--- config.mk ---
export PLATFORM = sky130hd
export DESIGN_NAME = vec_lsu_sequencer
export DESIGN_NICKNAME = d
export VERILOG_FILES = /design/src/rtl/vec_lsu_sequencer.sv
export SDC_FILE = /design/constraint.sdc
export NUM_CORES = 1
export LEC_CHECK = 0
export BUFFER_PORTS_ARGS = -buffer_cell sky130_fd_sc_hd__buf_2
export CORE_ASPECT_RATIO = 1.5
export CORE_MARGIN = 2
export CORE_UTILIZATION = 45
export DETAILED_ROUTE_END_ITERATION = 6
export PLACE_DENSITY = 0.81
export SLEW_MARGIN = 10
export SYNTH_ARGS = -nofsm -noshare
export SYNTH_HDL_FRONTEND = slang
export SYNTH_SLANG_ARGS = --single-unit
--- constraint.sdc ---
create_clock -name clk -period 9.4 [get_ports clk]
set_clock_uncertainty 0.2 [all_clocks]
set_input_delay 0.94 -clock clk [delete_from_list [all_inputs] [get_ports clk]]
set_output_delay 0.94 -clock clk [all_outputs]
set_load 0.02 [all_outputs]
--- src/rtl/vec_lsu_sequencer.sv ---
`timescale 1ns/1ps
// Vector load/store sequencer: walks one vector memory instruction element by
// element over a single-ported scalar memory and writes loaded elements back.
module vec_lsu_sequencer #(
    parameter int XLEN   = 32,
    parameter int MAX_VL = 64,
    parameter int IDX_W  = $clog2(MAX_VL) + 1
) (
    input  logic             clk,
    input  logic             reset,
    input  logic             start,
    input  logic             ld_inst,
    input  logic             st_inst,
    input  logic             stride_sel,
    input  logic             index_str,
    input  logic [XLEN-1:0]  rs1_data,
    input  logic [XLEN-1:0]  rs2_data,
    input  logic [1:0]       sew,
    input  logic [IDX_W-1:0] vl,
    input  logic [XLEN-1:0]  idx_offset,
    input  logic [XLEN-1:0]  st_data,
    output logic [IDX_W-1:0] elem_idx,
    output logic             mem_req_valid,
    input  logic             mem_req_ready,
    output logic [XLEN-1:0]  mem_addr,
    output logic             mem_we,
    output logic [XLEN/8-1:0] mem_be,
    output logic [XLEN-1:0]  mem_wdata,
    input  logic             mem_rsp_valid,
    input  logic [XLEN-1:0]  mem_rsp_data,
    output logic             elem_wr_en,
    output logic [IDX_W-1:0] elem_wr_idx,
    output logic [XLEN-1:0]  elem_wr_data,
    output logic             busy,
    output logic             done
);

    localparam int BW    = XLEN / 8;
    localparam int LOW_W = $clog2(BW);

    typedef enum logic [2:0] {IDLE, REQ, WAIT, WB, DONE} state_t;

    state_t           state_q;
    logic [XLEN-1:0]  base_q;
    logic [XLEN-1:0]  stride_q;
    logic [XLEN-1:0]  addr_q;
    logic [XLEN-1:0]  rdata_q;
    logic [1:0]       sew_q;
    logic [IDX_W-1:0] vl_q;
    logic [IDX_W-1:0] elemIdx_q;
    logic             isLoad_q;
    logic             unit_q;
    logic             indexed_q;
    logic [LOW_W-1:0] low_q;

    logic [XLEN-1:0]  curAddr;
    logic [LOW_W-1:0] curLow;
    logic [XLEN-1:0]  incr;
    logic [XLEN-1:0]  addr_d;
    logic [IDX_W-1:0] elemIdx_d;
    logic             lastElem;
    logic             opValid;
    logic [1:0]       sewIn;
    logic [BW-1:0]    beBase;
    logic [XLEN-1:0]  sewMask;

    // Strided modes advance a running address; indexed mode adds the offset live in REQ.
    always_comb begin
        sewIn     = (sew == 2'b11) ? 2'b10 : sew;
        curAddr   = indexed_q ? (base_q + idx_offset) : addr_q;
        curLow    = curAddr[LOW_W-1:0];
        incr      = unit_q ? (XLEN'(1) << sew_q) : stride_q;
        addr_d    = addr_q + incr;
        elemIdx_d = elemIdx_q + IDX_W'(1);
        lastElem  = (elemIdx_d == vl_q);
        opValid   = start & (ld_inst ^ st_inst);
        case (sew_q)
            2'd0: begin
                beBase  = BW'(4'h1);
                sewMask = XLEN'(32'h0000_00FF);
            end
            2'd1: begin
                beBase  = BW'(4'h3);
                sewMask = XLEN'(32'h0000_FFFF);
            end
            default: begin
                beBase  = BW'(4'hF);
                sewMask = XLEN'(32'hFFFF_FFFF);
            end
        endcase
    end

    always_ff @(posedge clk or posedge reset) begin
        if (reset) begin
            state_q   <= IDLE;
            base_q    <= '0;
            stride_q  <= '0;
            addr_q    <= '0;
            rdata_q   <= '0;
            sew_q     <= '0;
            vl_q      <= '0;
            elemIdx_q <= '0;
            isLoad_q  <= 1'b0;
            unit_q    <= 1'b0;
            indexed_q <= 1'b0;
            low_q     <= '0;
        end else begin
            case (state_q)
                IDLE: begin
                    if (opValid) begin
                        base_q    <= rs1_data;
                        stride_q  <= rs2_data;
                        addr_q    <= rs1_data;
                        sew_q     <= sewIn;
                        vl_q      <= vl;
                        isLoad_q  <= ld_inst;
                        unit_q    <= stride_sel;
                        indexed_q <= index_str;
                        elemIdx_q <= '0;
                        state_q   <= (vl == '0) ? DONE : REQ;
                    end
                end
                REQ: begin
                    if (mem_req_ready) begin
                        low_q <= curLow;
                        if (isLoad_q) begin
                            state_q <= WAIT;
                        end else begin
                            elemIdx_q <= elemIdx_d;
                            addr_q    <= addr_d;
                            state_q   <= lastElem ? DONE : REQ;
                        end
                    end
                end
                WAIT: begin
                    if (mem_rsp_valid) begin
                        rdata_q <= (mem_rsp_data >> {low_q, 3'b000}) & sewMask;
                        state_q <= WB;
                    end
                end
                WB: begin
                    elemIdx_q <= elemIdx_d;
                    addr_q    <= addr_d;
                    state_q   <= lastElem ? DONE : REQ;
                end
                DONE: begin
                    state_q <= IDLE;
                end
                default: begin
                    state_q <= IDLE;
                end
            endcase
        end
    end

    // Memory-side fields are forced to zero outside REQ so idle outputs stay quiet.
    assign elem_idx      = elemIdx_q;
    assign mem_req_valid = (state_q == REQ);
    assign mem_we        = mem_req_valid & ~isLoad_q;
    assign mem_addr      = mem_req_valid ? curAddr : '0;
    assign mem_be        = mem_req_valid ? (beBase << curLow) : '0;
    assign mem_wdata     = mem_req_valid ? (st_data << {curLow, 3'b000}) : '0;
    assign elem_wr_en    = (state_q == WB);
    assign elem_wr_idx   = elem_wr_en ? elemIdx_q : '0;
    assign elem_wr_data  = elem_wr_en ? rdata_q : '0;
    assign busy          = (state_q == REQ) || (state_q == WAIT) || (state_q == WB);
    assign done          = (state_q == DONE);

endmodule

Word-level counts from Yosys, hierarchy flattened
Index checks and enable logic that the tools add are counted.

word-level totals
  flip-flop bits (word level) = 152
  input port bits = 178
  word-level logic and storage cells = 71

operators by class
  add/subtract/negate cells = 3
  equal/unequal tests = 11
  shift-type cells = 4
  multiplexer cells = 25
  bitwise gates (word level) = 5
  reduce and logical (&&, ||, !) cells = 11

operator list
  cell                  count
  $mux 32               8
  $pmux 32 s3           1
  $add 32x32->32        2
  $pmux 32 s2           1
  $and 32x32->32        1
  $shl 1x2->32 const A  1
  $shl 32x5->32         1
  $shr 32x5->32         1
  $mux 7                4
  $pmux 7 s3            1
  $mux 3                6
  $pmux 3 s4            1
  $pmux 4 s2            1
  $add 7x1->7 const B   1
  $eq 7x7->1            1
  $logic_not 7->1       1
  $eq 3x2->1 const B    2
  $ne 2x2->1 const B    3
  $reduce_and 2->1      3
  $mux 4                1
  $reduce_and 4->1      1
  $shl 4x2->4           1
  $eq 3x1->1 const B    1
  $eq 3x3->1 const B    1
  12 further kinds      14

Logic depth before layout (Yosys ltp)
  depth in word-level cells = 6
  gate-level depth with buffers = 14
  gate-level depth less buffers = 13

Least setup slack after synthesis
OpenSTA, ideal clock, no wires.

  path kind = input to output
  from = input port idx_offset[0]
  to = output port mem_addr[26]
  arrival = 3388 ps
  data required time = 8260 ps
  path slack = 4872 ps
  cell stages on the path = 11
  cell sequence = ha_1 -> inv_1 -> fa_1 -> and2b_1 -> o31a_2 -> a41oi_4 -> o221ai_4 -> a211oi_1 -> o41a_1 -> or4_1 -> nand3_1

between the ends
  word-level cells in the longest chain between the ends = 3

ends and longest elaborated chain
  element         RTL line  source
  from (decl)     20        input logic [XLEN-1:0] idx_offset,
  $add 32x32->32  70        curAddr = indexed_q ? (base_q + idx_offset) : addr_q;
  $mux 32         70
  $mux 32         160       assign mem_addr = mem_req_valid ? curAddr : '0;
  to (decl)       25        output logic [XLEN-1:0] mem_addr,

Every way passes these cells.

Final worst setup path
Same ends and word-level chain as after synthesis.

==> qor.yml <==
tightest_slew_ns: 1.151
dr.pass1.iters: 5
fmax_mhz: 199.3
cts_made_buffers: 17
synth-async-reset-ratio_pct: 100.0
period_share_pct: 53.38
met3_length_um: 2274
synthCells: 1493
status: "finished, final reports clean"
hold_ws_ns: 0.2652
final_cell_mix: "339 x nand2_1, 296 x buf_2, 152 x dfrtp_1"
syn_area_um2: 11640
grt_pass1_vias: 11490
crit_arrival_ns: 3.88
io_buffers: 296
placedInstanceArea_um2: 13300
ir_drop_v: 0.0001621
maxCapViolations: 0
clock_latency_ns: 0.43
grt_usage_pct: 27.11
routed.top_layer: "met5"
cts_root_buffer: "clkbuf_16"
leakage_nw: 7.239
p_switching_mw: 2.600
swShare_pct: 50.16
final_area_um2: 13920
fin_nets: 1969
cts.sinks: 152
dp_hpwl_um: 28280
cp_max_fo: 5
finalSetupViolCount: 0
finalCriticalPeriod_ns: 5.017
cp-start-kind: "input port"
mostFrequentLayoutCell: "nand2_1"
postCtsSetupRepairBufs: 0
synth_seq_area_share_pct: 32.67
synth_cell_type_count: 65
seqPwrFrac_pct: 23.4
grt_pass1_wl_um: 58600
wl_met1_um: 15710
stdcell_count: 2081
hp-class: "flip-flop to flip-flop"
first_iter_violations: 763
rsz0062_at_grt: "no"
p_total_mw: 5.184
grt_overflow: 0
die_x_um: 135.3
h-tree-depth: 4
netlist.area_leader.share_pct: 32.67
ioPinCount: 297
fin_util_pct: 54.39
via_per_inst: 5.726
fin_ws_ns: 4.383
finalMaxSlewViolations: 0
max_slew_margin_pct: 23.24
synthTopCellsByArea: "dfrtp_1 33%, nand2_1 11%, ha_1 6.8%"
worstSetupEndpointType: "output pin"
drive_gt1_share_pct: 21.79
yosysTopAreaCell: "dfrtp_1"
synth.avg_cell_area_um2: 7.797
reg2reg_slack_ns: 5.14
combPwrFrac_pct: 63.1
grt_max_degree: 95
postRouteAntennaNets: 0
vias: 11920
cts-hold-fix-buffers: 0
syn-num-nets: 1736
remaining_drc_errors: 0
intPower_mw: 2.584
core_um2: 25580
drt_wl_total_um: 37770
setup-tns-final_ns: 0
antenna_found_initial: 13
start_util_pct: 45.50
clockBufferDepth: 2
synth-main-ff-cell: "dfrtp_1"
cts_resized: 0
place_inst: 2040
wl_per_cell_um: 18.15
synth_seq_cells: 152
cts_tree: "yes"
die_y_um: 201.0
gp_congestion: 0.9523
die-area_um2: 27200
syn2layout_area_growth_pct: 19.54
critical_path_required_ns: 8.26
pwr-share-clk_pct: 13.5
wl_met2_um: 18030
hold_viol_final: 0
ys_warn_count: 0
setup.worst_path.class: "input port to output pin"
num_rows: 72
p_per_area_nw_per_um2: 372.5
place_ws_ns: 4.428
clkTransAtPathRegs_ns: 0.06
synth-edff-count: 0
-- layout make-up --
type,count,area (µm²)
clock inverters,12,138.9
clock buffers,20,456.7
well taps,333,416.7
repair buffers,309,1579
multi-input cells,1214,7373
flip-flops and latches,152,3804
diodes,9,22.52
inverters,32,125.1
fillers,2422,11670
-- synth_stat cells, drive strengths merged, types with 4 or more instances --
cell type  number
nand2b          7
a31oi          12
and3           54
o21a           11
a211oi         27
or3             8
nor2          105
and2            6
a21oi         117
a21o           33
xor2           23
ha             63
o31ai           9
o21bai          9
buf            10
inv            32
nand4          22
mux2i          40
clkbuf         85
dfrtp         152
mux2           21
a22o           18
xnor2          33
o221ai          6
nor2b          47
a22oi          11
o211ai          7
or4             6
o21ai          89
nor4            7
o31a            5
nand2         340
nor3b           4
nand3          18
nor3           16
-- critical path, cell delays in order --
cell	delay [ns]
buf_2	0.08
ha_1	0.16
inv_1	0.06
fa_1	0.37
and2b_1	0.25
o31a_2	0.19
a41oi_4	0.19
o221ai_4	0.31
a211oi_1	0.15
o41a_1	0.50
or4_1	0.42
nand3_1	0.10
buf_2	0.17
-- per-layer routing --
layer	global-route usage, %	up-vias
li1	-	5731
met1	33.88	5548
met2	44.94	516
met3	4.722	114
met4	13.32	6
met5	0	-
-- sequential cells by signal, indices dropped and copies added, names as in the netlist --
signal	flops
unit_q	1
state_q	3
base_q	32
isLoad_q	1
low_q	2
addr_q	32
elem_idx	7
sew_q	2
indexed_q	1
rdata_q	32
stride_q	32
vl_q	7
-- power groups by stage --
| stage | combinational, mW | clock [mW] | sequential (mW) |
|---|---|---|---|
| final | 3.27 | 0.699 | 1.21 |
| after global routing | 3.58 | 0.735 | 1.25 |
| after CTS | 3.23 | 0.712 | 1.21 |
| after detailed placement | 3.21 | 0 | 1.22 |
| after global placement | 3.15 | 0 | 1.21 |
| after floorplan | 2.47 | 0 | 1.09 |
-- path summary, 6_finish.rpt --
path,start,end,cells after the start
setup reg to reg,unit_q,addr_q[23],11
hold reg to reg,stride_q[8],stride_q[8],2
setup / recovery,idx_offset[0],mem_addr[26],13
min in group asynchronous,reset,rdata_q[15],2
hold / removal,stride_q[8],stride_q[8],2
max in group asynchronous,reset,addr_q[19],3
-- cell families after synthesis --
kind of cell / after synthesis / share of synthesized area [%]
AND/OR/NAND/NOR: 653 / 25.48
flip-flops: 152 / 32.67
XOR/XNOR: 56 / 4.213
buffers and inverters: 127 / 4.138
adder cells (fa/ha/maj): 65 / 7.115
multiplexers: 61 / 5.471
AO/OA/AOI/OAI: 379 / 20.90
Note: power is estimated with default switching activity, not from simulation.
